$ cat src/rtl/traffic_pkg.sv
// traffic_pkg: shared definitions for the traffic light controller.
//   - state_e   : controller state encoding (also driven on the phase output)
//   - LAMP_*    : bit positions of each lamp inside a lamp_t vector
//   - is_ped_phase(): true while pedestrians own the crossing
package traffic_pkg;

    typedef enum logic [2:0] {
        ST_ALLRED = 3'd0,
        ST_GA     = 3'd1,
        ST_YA     = 3'd2,
        ST_GB     = 3'd3,
        ST_YB     = 3'd4,
        ST_WALK   = 3'd5,
        ST_WCLR   = 3'd6,
        ST_FLASH  = 3'd7
    } state_e;

    localparam int LAMP_GA = 0;
    localparam int LAMP_YA = 1;
    localparam int LAMP_RA = 2;
    localparam int LAMP_GB = 3;
    localparam int LAMP_YB = 4;
    localparam int LAMP_RB = 5;
    localparam int LAMP_GW = 6;
    localparam int LAMP_RW = 7;
    localparam int LAMP_W  = 8;

    typedef logic [LAMP_W-1:0] lamp_t;

    function automatic logic is_ped_phase(state_e s);
        return (s == ST_WALK) || (s == ST_WCLR);
    endfunction

endpackage

$ cat src/rtl/tick_div.sv
// tick_div: free-running clock divider producing a one-cycle tick.
// Counts 0..TICK_DIV-1 and wraps; tick is high while the count sits at
// TICK_DIV-1. A restart forces the count back to 0 on the next edge so a
// new phase always begins on a whole-second boundary.
// Ports:
//   clk     in   clock
//   rst_n   in   synchronous active-low reset (count -> 0)
//   restart in   clear the count on the next edge
//   count   out  current divider value
//   tick    out  high on the last cycle of each second
module tick_div #(
    parameter int TICK_DIV = 1000,
    parameter int CW       = $clog2(TICK_DIV)
) (
    input  logic          clk,
    input  logic          rst_n,
    input  logic          restart,
    output logic [CW-1:0] count,
    output logic          tick
);

    localparam logic [CW-1:0] LAST = CW'(TICK_DIV - 1);

    logic [CW-1:0] count_q, count_d;

    always_comb begin
        count_d = count_q + CW'(1);
        if (restart || (count_q == LAST)) begin
            count_d = '0;
        end
    end

    always_ff @(posedge clk) begin
        if (!rst_n) begin
            count_q <= '0;
        end else begin
            count_q <= count_d;
        end
    end

    assign count = count_q;
    assign tick  = (count_q == LAST);

endmodule

$ cat src/rtl/traffic_light_ctrl.sv
// traffic_light_ctrl: two-road intersection controller with pedestrian
// walk phase and a maintenance all-red flash mode.
// Build option: define PED_BUTTON_EN to make the walk phase on demand
// (latched ped_req); without it every cycle of the sequence includes WALK
// and ped_req is ignored.
// Ports:
//   clk      in   clock, all state changes on the rising edge
//   rst_n    in   synchronous active-low reset
//   ped_req  in   pedestrian request level
//   maint    in   maintenance flash request (level)
//   ga ya ra out  road A lamps
//   gb yb rb out  road B lamps
//   gw rw    out  walk lamps
//   phase    out  current state (traffic_pkg::state_e encoding)
module traffic_light_ctrl
    import traffic_pkg::*;
#(
    parameter int TICK_DIV = 1000,
    parameter int TW       = 4,
    parameter int T_GA     = 3,
    parameter int T_YA     = 2,
    parameter int T_GB     = 3,
    parameter int T_YB     = 1,
    parameter int T_WALK   = 2,
    parameter int T_WCLR   = 2,
    parameter int T_ALLRED = 1
) (
    input  logic       clk,
    input  logic       rst_n,
    input  logic       ped_req,
    input  logic       maint,
    output logic       ga,
    output logic       ya,
    output logic       ra,
    output logic       gb,
    output logic       yb,
    output logic       rb,
    output logic       gw,
    output logic       rw,
    output logic [2:0] phase
);

    localparam int CW = $clog2(TICK_DIV);

    state_e        state_q, state_d;
    logic [TW-1:0] timer_q, timer_d;
    logic [CW-1:0] div;
    logic          tick;
    logic          restart;
    logic          walk_wanted;
    lamp_t         lamps;

    tick_div #(
        .TICK_DIV (TICK_DIV),
        .CW       (CW)
    ) u_tick_div (
        .clk     (clk),
        .rst_n   (rst_n),
        .restart (restart),
        .count   (div),
        .tick    (tick)
    );

    // Timer holds remaining whole seconds after the current one.
    function automatic logic [TW-1:0] load_val(state_e s);
        case (s)
            ST_ALLRED: return TW'(T_ALLRED - 1);
            ST_GA:     return TW'(T_GA - 1);
            ST_YA:     return TW'(T_YA - 1);
            ST_GB:     return TW'(T_GB - 1);
            ST_YB:     return TW'(T_YB - 1);
            ST_WALK:   return TW'(T_WALK - 1);
            ST_WCLR:   return TW'(T_WCLR - 1);
            default:   return '0;
        endcase
    endfunction

    function automatic state_e succ(state_e s, logic walk);
        case (s)
            ST_ALLRED: return ST_GA;
            ST_GA:     return ST_YA;
            ST_YA:     return ST_GB;
            ST_GB:     return ST_YB;
            ST_YB:     return walk ? ST_WALK : ST_GA;
            ST_WALK:   return ST_WCLR;
            ST_WCLR:   return ST_GA;
            default:   return ST_ALLRED;
        endcase
    endfunction

    // Next state / timer. maint overrides any expiry; leaving FLASH is
    // immediate once maint drops.
    always_comb begin
        state_d = state_q;
        timer_d = timer_q;
        if (maint) begin
            state_d = ST_FLASH;
        end else if (state_q == ST_FLASH) begin
            state_d = ST_ALLRED;
        end else if (tick) begin
            if (timer_q == '0) begin
                state_d = succ(state_q, walk_wanted);
            end else begin
                timer_d = timer_q - TW'(1);
            end
        end
        if (state_d != state_q) begin
            timer_d = load_val(state_d);
        end
        restart = (state_d != state_q);
    end

    always_ff @(posedge clk) begin
        if (!rst_n) begin
            state_q <= ST_ALLRED;
            timer_q <= TW'(T_ALLRED - 1);
        end else begin
            state_q <= state_d;
            timer_q <= timer_d;
        end
    end

`ifdef PED_BUTTON_EN
    logic ped_pend_q, ped_pend_d;

    // Entering WALK serves the request, so the clear wins over a request
    // arriving on that same edge.
    always_comb begin
        ped_pend_d = ped_pend_q;
        if ((state_d == ST_WALK) && (state_q != ST_WALK)) begin
            ped_pend_d = 1'b0;
        end else if (ped_req && !is_ped_phase(state_q)) begin
            ped_pend_d = 1'b1;
        end
    end

    always_ff @(posedge clk) begin
        if (!rst_n) begin
            ped_pend_q <= 1'b0;
        end else begin
            ped_pend_q <= ped_pend_d;
        end
    end

    assign walk_wanted = ped_pend_q;
`else
    logic unused_ped_req;
    assign unused_ped_req = ped_req;
    assign walk_wanted    = 1'b1;
`endif

    // Lamp decode from registered state and divider only.
    logic flash_on;
    logic clr_on;
    assign flash_on = (div < CW'(TICK_DIV / 2));
    // 2 Hz: on during the first quarter of each half second.
    assign clr_on   = (div < CW'(TICK_DIV / 4)) ||
                      ((div >= CW'(TICK_DIV / 2)) && (div < CW'(3 * TICK_DIV / 4)));

    always_comb begin
        lamps = '0;
        case (state_q)
            ST_ALLRED: begin
                lamps[LAMP_RA] = 1'b1;
                lamps[LAMP_RB] = 1'b1;
                lamps[LAMP_RW] = 1'b1;
            end
            ST_GA: begin
                lamps[LAMP_GA] = 1'b1;
                lamps[LAMP_RB] = 1'b1;
                lamps[LAMP_RW] = 1'b1;
            end
            ST_YA: begin
                lamps[LAMP_YA] = 1'b1;
                lamps[LAMP_RB] = 1'b1;
                lamps[LAMP_RW] = 1'b1;
            end
            ST_GB: begin
                lamps[LAMP_RA] = 1'b1;
                lamps[LAMP_GB] = 1'b1;
                lamps[LAMP_RW] = 1'b1;
            end
            ST_YB: begin
                lamps[LAMP_RA] = 1'b1;
                lamps[LAMP_YB] = 1'b1;
                lamps[LAMP_RW] = 1'b1;
            end
            ST_WALK: begin
                lamps[LAMP_RA] = 1'b1;
                lamps[LAMP_RB] = 1'b1;
                lamps[LAMP_GW] = 1'b1;
            end
            ST_WCLR: begin
                lamps[LAMP_RA] = 1'b1;
                lamps[LAMP_RB] = 1'b1;
                lamps[LAMP_RW] = clr_on;
            end
            ST_FLASH: begin
                lamps[LAMP_RA] = flash_on;
                lamps[LAMP_RB] = flash_on;
                lamps[LAMP_RW] = flash_on;
            end
            default: begin
                lamps[LAMP_RA] = 1'b1;
                lamps[LAMP_RB] = 1'b1;
                lamps[LAMP_RW] = 1'b1;
            end
        endcase
    end

    assign ga    = lamps[LAMP_GA];
    assign ya    = lamps[LAMP_YA];
    assign ra    = lamps[LAMP_RA];
    assign gb    = lamps[LAMP_GB];
    assign yb    = lamps[LAMP_YB];
    assign rb    = lamps[LAMP_RB];
    assign gw    = lamps[LAMP_GW];
    assign rw    = lamps[LAMP_RW];
    assign phase = state_q;

endmodule

$ cat config.mk
export PLATFORM = sky130hd
export DESIGN_NAME = traffic_light_ctrl
export DESIGN_NICKNAME = d
export VERILOG_FILES = /design/src/rtl/traffic_pkg.sv /design/src/rtl/tick_div.sv /design/src/rtl/traffic_light_ctrl.sv
export SDC_FILE = /design/constraint.sdc
export NUM_CORES = 1
export LEC_CHECK = 0
export CORE_ASPECT_RATIO = 0.6
export CORE_UTILIZATION = 40
export DETAILED_ROUTE_END_ITERATION = 8
export PLACE_DENSITY_LB_ADDON = 0.1
export RECOVER_POWER = 50
export SLEW_MARGIN = 20
export SYNTH_ARGS = -nofsm -noshare
export SYNTH_HDL_FRONTEND = slang
export SYNTH_SLANG_ARGS = --single-unit
$ cat constraint.sdc
create_clock -name clk -period 2.77 [get_ports clk]
set_clock_uncertainty 0.05 [all_clocks]
set_input_delay 0.554 -clock clk [delete_from_list [all_inputs] [get_ports clk]]
set_output_delay 0.554 -clock clk [all_outputs]
set_load 0.02 [all_outputs]
# After elaboration in Yosys (flattened, before gate mapping)
# Index checks and enable logic that the tools add are counted.
[classes] n_eq_ne=17 n_addsub=2 n_lt_le_gt_ge=4 reduce_logical=14 n_bitwise=1 muxes=19
[ops] operator="$mux W4" n=5
[ops] operator="$eq A3 B3 Y1 const B" n=6
[ops] operator="$pmux W3 S6" n=1
[ops] operator="$reduce_or A5 Y1" n=3
[ops] operator="$eq A3 B2 Y1 const B" n=4
[ops] operator="$mux W3" n=4
[ops] operator="$add A10 B1 Y10 const B" n=1
[ops] operator="$eq A10 B10 Y1 const B" n=1
[ops] operator="$ge A10 B9 Y1 const B" n=1
[ops] operator="$lt A10 B10 Y1 const B" n=1
[ops] operator="$lt A10 B8 Y1 const B" n=1
[ops] operator="$lt A10 B9 Y1 const B" n=1
[ops] operator="$eq A3 B1 Y1 const B" n=2
[ops] operator="$ne A2 B1 Y1 const B" n=3
[ops] operator="$reduce_or A2 Y1" n=3
[ops] operator="$mux W1" n=5
[ops] operator="$logic_not A4 Y1" n=1
[ops] operator="$pmux W1 S2" n=2
[ops] operator="$pmux W2 S2" n=1
[ops] operator="$reduce_and A4 Y1" n=1
[ops] operator="$sub A4 B1 Y4 const B" n=1
[ops] operator="$logic_not A3 Y1" n=1
[ops] operator="$ne A3 B3 Y1" n=1
[ops] operator="$pmux W1 S3" n=1
[ops] operator="other kinds (5)" n=6
[totals] inputBits=4 output_inout_bits=11 register_bits=17 word_cells=60

# Depth between registers and ports, before layout
# Gate-level depths: netlist (run 1).
[logic_depth] ltp_word=11 mapped_depth=7 ltp_nobuf=7

# Cells and area by module
# A second synthesis (run 1) with hierarchy kept.
[hier_totals] hier_cells=131 hier_area_um2=1077.3
[modules_own_cells] mod="traffic_light_ctrl" cells_each=80 n_inst=1 area_each_um2=621.8
[modules_own_cells] mod="tick_div" cells_each=51 n_inst=1 area_each_um2=455.4

# Worst setup path after synthesis (run 1)
# No wires, ideal clock.
[synth_path] kind="register -> output" startpoint="reg state_q[0] (netlist: phase[0])" endpoint="out rb" t_required_ns=2.166 path_slack_ns=0.550 stages_incl_launch_ff=5 path_buffers=2 arrival_ns=1.616 path_cell_list="dfxtp_1 > clkbuf_1 > buf_1 > nor2_1 > a31oi_1"
[synth_between] elab_chain_cells=3 word_cells_on_any_way=8
[synth_lines] item="start: declaration" line="traffic_light_ctrl.sv:45" source="state_e state_q, state_d;"
[synth_lines] item="start signal: assignment" line="traffic_light_ctrl.sv:118" source="state_q <= state_d;"
[synth_lines] item="$eq A3 B3 Y1, or another cell as far along" line="traffic_light_ctrl.sv:162" source="case (state_q)"
[synth_lines] item="$reduce_or A5 Y1 (no line)"
[synth_lines] item="$pmux W1 S2 *" line="traffic_light_ctrl.sv:162"
[synth_lines] item="end: declaration" line="traffic_light_ctrl.sv:37" source="output logic rb,"
# Mark *: on every way between the ends. The rest lies on a longest branch, timed or not.

# Worst setup path in the final report (run 1)
[layout_path] startpoint="reg u_tick_div.count_q[5] (netlist: u_tick_div.count[5])" endpoint="out rb"
[layout_between] elab_chain_cells=2
[layout_lines] item="start: declaration" line="tick_div.sv:24" source="logic [CW-1:0] count_q, count_d;"
[layout_lines] item="start signal: assignment" line="tick_div.sv:37" source="count_q <= count_d;"
[layout_lines] item="$lt A10 B9 Y1" line="traffic_light_ctrl.sv:155" source="assign flash_on = (div < CW'(TICK_DIV / 2));"
[layout_lines] item="$pmux W1 S2" line="traffic_light_ctrl.sv:162"
# No other way between the ends.

==> results of run 1 <==
synth_stat cells (all sizes together):
| master | instances |
|---|---|
| a21oi | 6 |
| nor3b | 2 |
| nor3 | 4 |
| ha | 3 |
| nor2 | 19 |
| inv | 5 |
| o31a | 1 |
| a211o | 1 |
| o221ai | 1 |
| dfxtp | 17 |
| nand4 | 2 |
| o311ai | 1 |
| nor2b | 3 |
| o2111ai | 1 |
| nand2 | 11 |
| xnor2 | 6 |
| o211a | 1 |
| nand2b | 1 |
| xor2 | 4 |
| nor4 | 2 |
| and3 | 4 |
| buf | 4 |
| nand4b | 2 |
| a221oi | 2 |
| a31oi | 3 |
| clkbuf | 3 |
| a21boi | 1 |
| a31o | 2 |
| o21ai | 8 |
| nand3 | 8 |
| or3b | 1 |
| or4 | 1 |
| a22oi | 1 |
per-stage QoR:
step | power, W | setup slack, ns
3_5_place_dp | 0.0003577 | 0.3281
4_1_cts | 0.0005470 | 0.03110
2_1_floorplan | 0.0003188 | 0.5497
3_3_place_gp | 0.0003553 | 0.3403
5_1_grt | 0.0005717 | 0.01138
6_report | 0.0005379 | 0.1367
routing by layer:
layer	part of all wire, %	up-vias	global-route usage [%]
met4	1.3	0	6.250
met3	7.1	5	5.769
li1	-	492	-
met5	0	-	0
met1	51	440	29.00
met2	41	27	26.27
power groups by stage:
stage | Combinational (W) | Clock, W | Sequential, W
floorplan | 0.0000542 | 0 | 0.000265
global placement | 0.0000893 | 0 | 0.000266
global route | 0.0000977 | 0.000212 | 0.000262
finish | 0.0000898 | 0.000187 | 0.000261
CTS | 0.0000917 | 0.000194 | 0.000261
detailed placement | 0.0000911 | 0 | 0.000267
state kept, by name, summed over array words and instances, names as in the netlist:
name	cells
u_tick_div.count	10
phase	3
timer_q	4
critical path: cells and delay by family (launching register included):
kind,cells,cell delay [ns]
compound gates,2,0.42
simple gates,1,0.15
flops,1,0.43
buf+inv,2,0.77
layout make-up:
class	count	area (µm²)	share of cell area [%]
clock buffer	4	45.04	3.604
inverter	5	18.77	1.502
timing repair buffer	16	155.1	12.41
sequential	17	341.6	27.33
tap	30	37.54	3.003
multi-input combinational	102	651.9	52.15
placed cells by master, fill, tap and decap left out, types with 4 or more instances in the layout:
cell	instances
sky130_fd_sc_hd__nor2_1	19
sky130_fd_sc_hd__dfxtp_1	16
sky130_fd_sc_hd__nand2_1	11
sky130_fd_sc_hd__clkdlybuf4s50_1	9
sky130_fd_sc_hd__o21ai_0	7
sky130_fd_sc_hd__nand3_1	7
sky130_fd_sc_hd__a21oi_1	6
sky130_fd_sc_hd__xnor2_1	6
sky130_fd_sc_hd__inv_1	5
sky130_fd_sc_hd__and3_1	4
sky130_fd_sc_hd__xor2_1	4
timing repair:
action,in CTS,in global routing
endpoints found under the setup margin,0,2
resized for setup,0,2
hold buffers,0,0
kinds of logic after synthesis:
| kind of cell | after synthesis |
|---|---|
| AND/OR/NAND/NOR | 60 |
| AO/OA/AOI/OAI | 29 |
| flip-flops | 17 |
| buffers and inverters | 12 |
| XOR/XNOR | 10 |
| adder cells (fa/ha/maj) | 3 |
path summary, 6_finish.rpt:
path                            start                  end  slack (ns)  cells past startpoint
setup / recovery  u_tick_div.count[5]                   rb        0.14                      5
hold / removal    u_tick_div.count[0]  u_tick_div.count[0]        0.42                      1
setup reg to reg           timer_q[0]           timer_q[0]        0.39                      7
hold reg to reg   u_tick_div.count[0]  u_tick_div.count[0]        0.42                      1
==> impl_metrics.sql, run 1 <==
INSERT INTO impl_metrics (metric_group, metric, value, unit) VALUES
('floorplan', 'design.die.area', '2837', 'µm²'),
('floorplan', 'die_w', '68.10', 'µm'),
('clock_network', 'cts_buffers', '3', ''),
('setup_path', 'critical_path.startpoint_type', 'flop', ''),
('global_routing', 'grt_max_degree', '22', ''),
('timing', 'relSlewSlack', '34.01', '%'),
('pwr', 'ir_worst_vdd', '0.0001792', 'V'),
('hold_path', 'hp-class', 'reg -> reg', ''),
('synthesis', 'syn-instance-count', '131', ''),
('timing', 'fin_crit_sh', '95.06', '%'),
('timing', 'rsz0062_at_grt', 'no', ''),
('timing', 'final.setup.tns', '0', 'ns'),
('synthesis', 'synth-simple-area-share', '32.10', '%'),
('timing', 'setup_viol_count_final', '0', ''),
('finish', 'ratio_of_cells_with_drive_above_1_in_the_final_layout', '9.722', '%'),
('pwr', 'pwr-share-seq', '48.5', '%'),
('floorplan', 'initial_core_util', '45.40', '%'),
('placement', 'post-place-cells', '170', ''),
('clock_network', 'htree_num_levels', '1', ''),
('floorplan', 'pin_count', '15', ''),
('placement', 'portBuffers', '13', ''),
('timing', 'fmax', '379.8', 'MHz'),
('pwr', 'power_frac_comb', '16.7', '%'),
('synthesis', 'synth-seq-area-share', '32.46', '%'),
('timing', 'post-route-min-period', '2.633', 'ns'),
('setup_path', 'crit_slowest_cell', 'sky130_fd_sc_hd__clkdlybuf4s50_1', ''),
('clock_network', 'tritoncts', 'yes', ''),
('timing', 'finalHoldViolations', '0', ''),
('finish', 'finalNonFillerCells', '174', ''),
('setup_path', 'critPathKind', 'reg -> out', ''),
('floorplan', 'placementRows', '13', ''),
('floorplan', 'dieHeight', '41.66', 'µm'),
('synthesis', 'mappedNetlistArea', '1049', 'µm²'),
('synthesis', 'ys_seq_elements', '17', ''),
('synthesis', 'yosys-top-cells-area', 'sky130_fd_sc_hd__dfxtp_1 (32%), sky130_fd_sc_hd__nor2_1 (6.8%), sky130_fd_sc_hd__xnor2_1 (5.0%)', ''),
('detailed_routing', 'drt.antenna.violating_nets', '0', ''),
('detailed_routing', 'totalWireLength', '2411', 'µm'),
('synthesis', 'synth_top_area_share', '32.46', '%'),
('pwr', 'p_sw', '0.0001452', 'W'),
('detailed_routing', 'detail_route.iter0.violations', '52', ''),
('setup_path', 'path_cells', 'nand4_1 > o311ai_0 > buf_4 > a31oi_1 > clkdlybuf4s50_1', ''),
('run_status', 'status', 'finished clean', ''),
('placement', 'place.gp.congestion', '0.7731', ''),
('pwr', 'power.density', '430.4', 'nW/µm²'),
('synthesis', 'synth_top_area_cell', 'sky130_fd_sc_hd__dfxtp_1', ''),
('pwr', 'cellInternalPower', '0.0003927', 'W'),
('finish', 'area_growth', '19.21', '%'),
('pwr', 'power.share.switching', '27.00', '%'),
('clock_network', 'cts_setup_buffers', '0', ''),
('synthesis', 'synth_compound_area_share', '18.97', '%'),
('floorplan', 'core', '2310', 'µm²'),
('synthesis', 'muxShareOfSynthArea', '0', '%'),
('pwr', 'p_leak', '0.4602', 'nW'),
('global_routing', 'globalRouteOverflowTotal', '0', ''),
('detailed_routing', 'vias', '964', ''),
('clock_network', 'worst_skew_pair.late_latency', '0.25', 'ns'),
('setup_path', 'worst-endpoint-arrival', '2.03', 'ns'),
('finish', 'nFillCells', '233', ''),
('detailed_routing', 'drt-wirelength-per-cell', '13.86', 'µm'),
('global_routing', 'first_pass_grt_wire_length', '4064', 'µm'),
('clock_network', 'path_clk_slew', '0.06', 'ns'),
('finish', 'final_util', '54.12', '%'),
('detailed_routing', 'avgViaCountPerCell', '5.540', ''),
('setup_path', 'cp_max_fanout', '6', ''),
('global_routing', 'number_of_antenna_violations_at_the_first_check_in_global_routing', '0', ''),
('synthesis', 'yosys.area_share.xor_xnor', '8.353', '%'),
('placement', 'dp_hpwl', '1764', 'µm'),
('clock_network', 'clock-sinks', '17', ''),
('synthesis', 'synth-adder-area-share', '3.580', '%'),
('finish', 'num-nets-final', '152', ''),
('detailed_routing', 'drc', '0', '');
Note: power is estimated with default switching activity, not from simulation.
==> inputs of run 2 (changes only) <==
- CORE_ASPECT_RATIO: 0.6 -> default
- CORE_UTILIZATION: 40 -> 50
==> run 2 against run 1 <==
Net effect:
- die area is 19% lower
- fmax is 1.1% higher
- routed wire length decreased by 9.0%
- critical path depth did not move
- register-to-register slack improved by 0.06 ns
==> impl_metrics.sql, run 2 (same netlist as run 1, synthesis figures left out) <==
INSERT INTO impl_metrics (metric_group, metric, value, unit) VALUES
('setup_path', 'endpoint_kind', 'primary output', ''),
('setup_path', 'cp_max_fanout', '5', ''),
('clock_network', 'clock-sinks', '17', ''),
('floorplan', 'pin_count', '15', ''),
('detailed_routing', 'vias', '959', ''),
('clock_network', 'post_cts_hold_buffer_count', '0', ''),
('timing', 'fmax', '384.0', 'MHz'),
('clock_network', 'htree_num_levels', '1', ''),
('floorplan', 'initial_core_util', '53.44', '%'),
('clock_network', 'worst_skew_pair.late_latency', '0.29', 'ns'),
('detailed_routing', 'totalWireLength', '2194', 'µm'),
('placement', 'dp_hpwl', '1590', 'µm'),
('global_routing', 'globalRouteOverflowTotal', '0', ''),
('floorplan', 'placementRows', '16', ''),
('global_routing', 'first_pass_grt_wire_length', '3443', 'µm'),
('timing', 'finalHoldViolations', '0', ''),
('pwr', 'pwr-share-seq', '53.6', '%'),
('timing', 'finalMaxSlewViolations', '0', ''),
('detailed_routing', 'drt-wirelength-per-cell', '12.83', 'µm'),
('pwr', 'p_leak', '0.4179', 'nW'),
('detailed_routing', 'drt-pass1-iter-count', '4', ''),
('timing', 'worst_slew_pin_slew', '0.9350', 'ns'),
('run_status', 'status', 'finished clean', ''),
('finish', 'nFillCells', '191', ''),
('pwr', 'power.density', '400.1', 'nW/µm²'),
('pwr', 'power.share.switching', '28.98', '%'),
('finish', 'largest_register_ffs', '10', ''),
('run', 'timing.max_cap.violations', '0', ''),
('timing', 'final.setup.tns', '0', 'ns'),
('placement', 'placed_instance_area', '1206', 'µm²'),
('pwr', 'design_power_total', '0.0004856', 'W'),
('clock_network', 'cts_buffers', '3', ''),
('setup_path', 'critPathKind', 'reg -> out', ''),
('pwr', 'cellInternalPower', '0.0003448', 'W'),
('detailed_routing', 'avgViaCountPerCell', '5.608', ''),
('clock_network', 'max-clock-path-buffers', '2', ''),
('clock_network', 'tritoncts', 'yes', ''),
('setup_path', 'cp.required', '2.17', 'ns'),
('timing', 'setup_viol_count_final', '0', ''),
('finish', 'layout_common_cells', 'sky130_fd_sc_hd__nor2_1 (19), sky130_fd_sc_hd__dfxtp_1 (14), sky130_fd_sc_hd__nand2_1 (11)', ''),
('finish', 'area_growth', '15.75', '%'),
('floorplan', 'core', '1962', 'µm²'),
('pwr', 'ir_worst_vdd', '0.0002486', 'V'),
('timing', 'timing.final.ws_setup', '0.1656', 'ns'),
('floorplan', 'dieHeight', '47.80', 'µm'),
('global_routing', 'first_global_vias', '785', ''),
('finish', 'ratio_of_cells_with_drive_above_1_in_the_final_layout', '10.42', '%'),
('floorplan', 'die_w', '47.80', 'µm'),
('floorplan', 'design.die.area', '2284', 'µm²'),
('global_routing', 'number_of_antenna_violations_at_the_first_check_in_global_routing', '0', ''),
('global_routing', 'grt_max_degree', '22', ''),
('clock_network', 'cts_setup_buffers', '0', ''),
('finish', 'final_design_area_no_fill', '1214', 'µm²'),
('detailed_routing', 'detail_route.iter0.violations', '22', ''),
('global_routing', 'grt_resource_usage_total', '21.00', '%'),
('timing', 'fin_crit_sh', '94.02', '%'),
('finish', 'layout_commonest_cell', 'sky130_fd_sc_hd__nor2_1', ''),
('pwr', 'p_clk_share', '28.0', '%'),
('placement', 'place.gp.congestion', '0.7903', ''),
('clock_network', 'cts_root_buf', 'sky130_fd_sc_hd__clkbuf_4', ''),
('placement', 'dp_worst_setup_slack', '0.3378', 'ns'),
('detailed_routing', 'drc', '0', ''),
('timing', 'relSlewSlack', '37.15', '%'),
('pwr', 'power_frac_comb', '18.4', '%'),
('setup_path', 'worst-endpoint-arrival', '2.00', 'ns'),
('placement', 'portBuffers', '13', ''),
('timing', 'post-route-min-period', '2.604', 'ns'),
('finish', 'insertedDiodeCount', '0', ''),
('timing', 'rsz0062_at_grt', 'no', ''),
('clock_network', 'path_clk_slew', '0.10', 'ns'),
('pwr', 'p_sw', '0.0001407', 'W'),
('hold_path', 'hp-class', 'reg -> reg', ''),
('detailed_routing', 'drt.antenna.violating_nets', '0', ''),
('setup_path', 'critical_path.startpoint_type', 'flop', ''),
('finish', 'num-nets-final', '152', '');
[run 2: cell count changes in the layout (fill, tap and decap cells not counted), moves of 2 or more]
cell,change
sky130_fd_sc_hd__clkbuf_8,-3
sky130_fd_sc_hd__dlygate4sd3_1,-2
sky130_fd_sc_hd__clkbuf_4,+3
sky130_fd_sc_hd__dfxtp_2,+2
sky130_fd_sc_hd__dfxtp_1,-2
[run 2: worst paths after layout]
| path | startpoint | endpoint | slack [ns] | cells after the start |
|---|---|---|---|---|
| max | u_tick_div.count[6] | ra | 0.17 | 5 |
| min | u_tick_div.count[0] | u_tick_div.count[0] | 0.43 | 1 |
| max reg2reg | timer_q[0] | timer_q[0] | 0.45 | 7 |
| min reg2reg | u_tick_div.count[0] | u_tick_div.count[0] | 0.43 | 1 |
[run 2: final cells by class]
cell class / instances / area, µm² / area share, %
flip-flops and latches: 17 / 344.1 / 28.35
clock inverters: 1 / 5.005 / 0.4124
repair buffers: 16 / 157.7 / 12.99
multi-input cells: 102 / 631.9 / 52.06
well taps: 27 / 33.78 / 2.784
clock buffers: 3 / 22.52 / 1.856
inverters: 5 / 18.77 / 1.546
[run 2: per-layer routing]
| layer | GRT usage (%) | up-vias | part of all wire [%] |
|---|---|---|---|
| met2 | 31.62 | 26 | 43 |
| met5 | 0 | - | 0 |
| met4 | 8.333 | 0 | 1.5 |
| li1 | - | 495 | - |
| met3 | 2.642 | 5 | 5.5 |
| met1 | 30.11 | 433 | 50 |
[run 2: power by group through the flow]
stage               sequential, W  clock (W)  combinational [W]
floorplan                0.000265          0          0.0000542
global placement         0.000265          0          0.0000896
detailed placement       0.000265          0          0.0000903
CTS                      0.000260   0.000139          0.0000914
global route             0.000261   0.000149          0.0000987
finish                   0.000260   0.000136          0.0000895
[run 2: metrics by stage]
step	hold WS, ns	util (%)	instances
3_5_place_dp	0.4115	61.48	167
2_1_floorplan	0.3805	-	131
4_1_cts	0.4349	62.95	171
3_3_place_gp	0.4033	61.48	167
5_1_grt	0.4505	61.86	171
6_report	0.4273	61.86	171
[run 2: worst max-delay path: stages (launching register included)]
cell	delay [ns]
sky130_fd_sc_hd__dfxtp_1	0.44
sky130_fd_sc_hd__nand4_1	0.16
sky130_fd_sc_hd__o311ai_0	0.35
sky130_fd_sc_hd__buf_4	0.18
sky130_fd_sc_hd__nand2_1	0.05
sky130_fd_sc_hd__clkdlybuf4s50_1	0.53
[run 2: repair_timing]
action / CTS / global route
gates resized for setup: 1 / 4
pin swaps: 0 / 0
setup endpoints to repair: 2 / 3
==> RTL edit 1, RTL diff (settings of run 1) <==
`TICK_DIV` is set to 1000 in 2 places; all go to 500.
--- a/src/rtl/tick_div.sv
+++ b/src/rtl/tick_div.sv
@@ -9,7 +9,7 @@
 //   count   out  current divider value
 //   tick    out  high on the last cycle of each second
 module tick_div #(
-    parameter int TICK_DIV = 1000,
+    parameter int TICK_DIV = 500,
     parameter int CW       = $clog2(TICK_DIV)
 ) (
     input  logic          clk,
--- a/src/rtl/traffic_light_ctrl.sv
+++ b/src/rtl/traffic_light_ctrl.sv
@@ -15,7 +15,7 @@
 module traffic_light_ctrl
     import traffic_pkg::*;
 #(
-    parameter int TICK_DIV = 1000,
+    parameter int TICK_DIV = 500,
     parameter int TW       = 4,
     parameter int T_GA     = 3,
     parameter int T_YA     = 2,
Behaviour: no difference found for any inputs over 10 cycles, from zero or initial values and one cycle with rst_n low; that may be too few to reach the edited logic, so the function may still have changed.
==> RTL edit 1 against run 1 <==
  * Critical path depth unchanged
  * Total power decreased by 0.84%
  * Sequential power decreased by 5%
  * Combinational power increased by 26%
  * Cell area increased by 0.30%
  * Sequential cell count decreased by 1
  * Setup slack improved by 0.090 ns
  * Core utilization decreased by 4.8 points
  * Wire length increased by 4.5%
  * Synthesized area increased by 3.6%
  * Fmax increased by 3.5%
==> RTL edit 1: results (changes against run 1) <==
Outcome
  • Status: finished clean (unchanged)

Setup path
  • Worst Path Max Fanout: 10 (was 6)
  • Worst path arrival time: 1.94 ns (was 2.03 ns)

Pwr
  • Max VDD drop: 0.2692 mV (was 0.1792 mV)
  • Static Leak: 0.4480 nW (was 0.4602 nW)
  • Switching power: 0.1503 mW (was 0.1452 mW)
  • Sequential group power: 0.247 mW (was 0.261 mW)

Placed design
  • Cells after DPL: 174 (was 170)
  • Routability cong.: 0.8442 (was 0.7731)
  • HPWL Detailed: 1.889 mm (was 1.764 mm)

Route
  • Met3 wire length: 75 um (was 170 um)
  • WL met1: 1.392 mm (was 1.225 mm)
  • 1st-iter DRT viols: 58 (was 52)
  • Detailed-route via count: 990 (was 964)

Cells and area
  • Non-Clock Buffer Area Fraction: 13.27% (was 12.41%)
  • Number of flip-flops under the largest register name: 9 (was 10)
  • Proportion of layout cells with a drive suffix above 1: 7.586% (was 9.722%)
  • Plain + repair buffers: 18 (was 16)
  • Clock-cell share: 3.293% (was 3.604%)

Global routing
  • First-pass GRT wire length: 3.912 mm (was 4.064 mm)
  • Met1 usage: 25.55% (was 29.00%)
  • M3 GR Usage: 5.288% (was 5.769%)
  • Global Route met2 Usage: 25.63% (was 26.27%)
  • Largest net degree at the start of global routing: 17 (was 22)

Synth
  • Syn_nets: 140 (was 138)
  • Top post-synthesis cells by count: 16 x dfxtp_1, 16 x nor2_1, 11 x o21ai_0 (was 19 x nor2_1, 17 x dfxtp_1, 11 x nand2_1)
  • Synth Area in XOR/XNOR: 7.258% (was 8.353%)

STA
  • Least-Margin Pin Slew: 0.7351 ns (was 0.9817 ns)
[RTL edit 1: per-stage QoR]
stage / power [mW] / worst slack [ns] / instance area, sq um / hold slack (ns)
after CTS: 0.5454 / 0.2343 / 1285 / 0.4544
after global placement: 0.3684 / 0.2240 / 1245 / 0.4278
after floorplan: 0.3251 / 0.4621 / 1086 / 0.4054
after global routing: 0.5617 / 0.09057 / 1254 / 0.4778
final: 0.5334 / 0.2266 / 1254 / 0.4528
after detailed placement: 0.3703 / 0.2116 / 1245 / 0.4439
[RTL edit 1: path summary, 6_finish.rpt]
kind	end	cells past startpoint	from
min reg2reg	timer_q[1]$_SDFFE_PN0P_	2	timer_q[1]$_SDFFE_PN0P_
max	rb	5	phase[2]$_SDFF_PN0_
min	timer_q[1]$_SDFFE_PN0P_	2	timer_q[1]$_SDFFE_PN0P_
max reg2reg	phase[1]$_SDFF_PN0_	6	timer_q[0]$_SDFFE_PN0P_
==> RTL edit 2, RTL diff (flow settings as in run 1) <==
Without the edit above. Register the input `maint` before use. The logic sees it one clock later. The other inputs are not delayed to match.
--- a/src/rtl/traffic_light_ctrl.sv
+++ b/src/rtl/traffic_light_ctrl.sv
@@ -42,6 +42,12 @@
 
     localparam int CW = $clog2(TICK_DIV);
 
+    logic maint_q;
+
+    always_ff @(posedge clk) begin
+        maint_q <= maint;
+    end
+
     state_e        state_q, state_d;
     logic [TW-1:0] timer_q, timer_d;
     logic [CW-1:0] div;
@@ -93,7 +99,7 @@
     always_comb begin
         state_d = state_q;
         timer_d = timer_q;
-        if (maint) begin
+        if (maint_q) begin
             state_d = ST_FLASH;
         end else if (state_q == ST_FLASH) begin
             state_d = ST_ALLRED;
Function: changed (Yosys sat finds a counterexample within 4 cycles, from zero or initial values and one cycle with rst_n low).
==> RTL edit 2 against run 1 <==
  * Count of clock-buffer cells in the layout unchanged
  * Synthesized area decreased by 2.6%
  * Cell area fell by 2.9%
  * Sequential cell count increased by 1
  * Wire length down 9.0%
  * Setup slack worse by 0.017 ns
  * Register-to-register slack better by 0.25 ns
  * Sequential share of layout area increased by 2.5 points
  * Fmax down 0.63%
  * Critical path type unchanged
  * Total power is 8.4% higher
==> RTL edit 2: results (changes against run 1) <==
Outcome
  • Status: finished clean (unchanged)

Placed design
  • Placed cell area: 1171 sq um (was 1210 sq um)
  • HPWL Detailed: 1.642 mm (was 1.764 mm)
  • Routability cong.: 0.7489 (was 0.7731)
  • Dpl ws: 0.3609 ns (was 0.3281 ns)

Global routing
  • Vias in the first global route: 711 (was 847)
  • First-pass GRT wire length: 3.567 mm (was 4.064 mm)
  • Largest net degree at the start of global routing: 16 (was 22)

Synth
  • Top post-synthesis cells by count: 20 x nor2_1, 18 x dfxtp_1, 10 x nand2_1 (was 19 x nor2_1, 17 x dfxtp_1, 11 x nand2_1)
  • Avg Cell Area, Syn: 7.854 sq um (was 8.004 sq um)
  • Synth cell types: 33 (was 40)
  • Ranking of synthesized cells by area: dfxtp_1 35%, nor2_1 7.4%, xnor2_1 6.9% (was dfxtp_1 32%, nor2_1 6.8%, xnor2_1 5.0%)
  • Sequential area share after synthesis: 35.29% (was 32.46%)

Cells and area
  • Fillers: 229 (was 233)
  • Proportion of layout cells with a drive suffix above 1: 4.930% (was 9.722%)
  • Layout net count: 150 (was 152)

Pwr
  • Static Leak: 0.4162 nW (was 0.4602 nW)
  • Switching share of power: 26.05% (was 27.00%)

STA
  • Hold WS: 0.4032 ns (was 0.4229 ns)
  • Least-Margin Pin Slew: 0.5820 ns (was 0.9817 ns)
  • Tmin final: 2.650 ns (was 2.633 ns)

Setup path
  • Crit Path Class: register to primary output (unchanged)
  • Worst flop-to-flop path endpoint: timer_q[1]$_SDFFE_PN0P_ (was timer_q[0]$_SDFFE_PN0P_)
  • Worst R2R Path Depth: 6 (was 7)
  • Worst path arrival time: 2.05 ns (was 2.03 ns)
  • Setup crit start: u_tick_div.count[3]$_SDFF_PP0_ (was u_tick_div.count[5]$_SDFF_PP0_)
  • Critical path capture point type: primary output (unchanged)

Route
  • DR vias/cell: 5.099 (was 5.540)
  • Drt wl/cell: 12.75 um (was 13.86 um)
## RTL edit 2: critical path: stages (launching register included)
cell and delay, ns:
dfxtp_1 0.39, o21ai_1 0.19, nor2_1 0.06, a21oi_1 0.26, nand2_1 0.09, a31oi_1 0.18
clkdlybuf4s50_1 0.62
## RTL edit 2: area by class of cell
type	count	area, sq um	share of cell area [%]
tap	30	37.54	3.093
multi-input combinational	99	595.6	49.07
sequential	18	361.6	29.79
timing repair buffer	14	137.6	11.34
clock buffer	4	55.05	4.536
inverter	7	26.28	2.165
## RTL edit 2: what timing repair did
| action | 4_1_cts | 5_1_grt |
|---|---|---|
| endpoints found under the setup margin | 0 | 2 |
| hold endpoints to repair | 0 | 0 |
| gates resized for setup | 0 | 2 |
## RTL edit 2: power groups by stage
stage          clock network [mW]  logic, mW  registers (mW)
3_5_place_dp                    0     0.0847           0.285
3_3_place_gp                    0     0.0832           0.285
4_1_cts                     0.223     0.0850           0.279
2_1_floorplan                   0     0.0515           0.281
6_report                    0.220     0.0842           0.279
5_1_grt                     0.233     0.0914           0.281
## RTL edit 2: logic make-up (layout without fill, tap and decap cells)
logic type / after synthesis / count (layout) / synth area share, %
AO/OA/AOI/OAI: 23 / 23 / 14.09
XOR/XNOR: 13 / 13 / 11.15
adder cells (fa/ha/maj): 4 / 4 / 4.657
buffers and inverters: 13 / 25 / 5.025
flip-flops: 18 / 18 / 35.29
multiplexers: 1 / 1 / 1.103
AND/OR/NAND/NOR: 58 / 58 / 28.68
## RTL edit 2: layer usage
metal | wire, um | vias to the layer above | global-route usage [%]
met5 | 0 | - | 0
met4 | 25 | 0 | 6.383
met3 | 171 | 4 | 6.667
met2 | 775 | 29 | 24.25
met1 | 1220 | 372 | 27.97
li1 | - | 472 | -
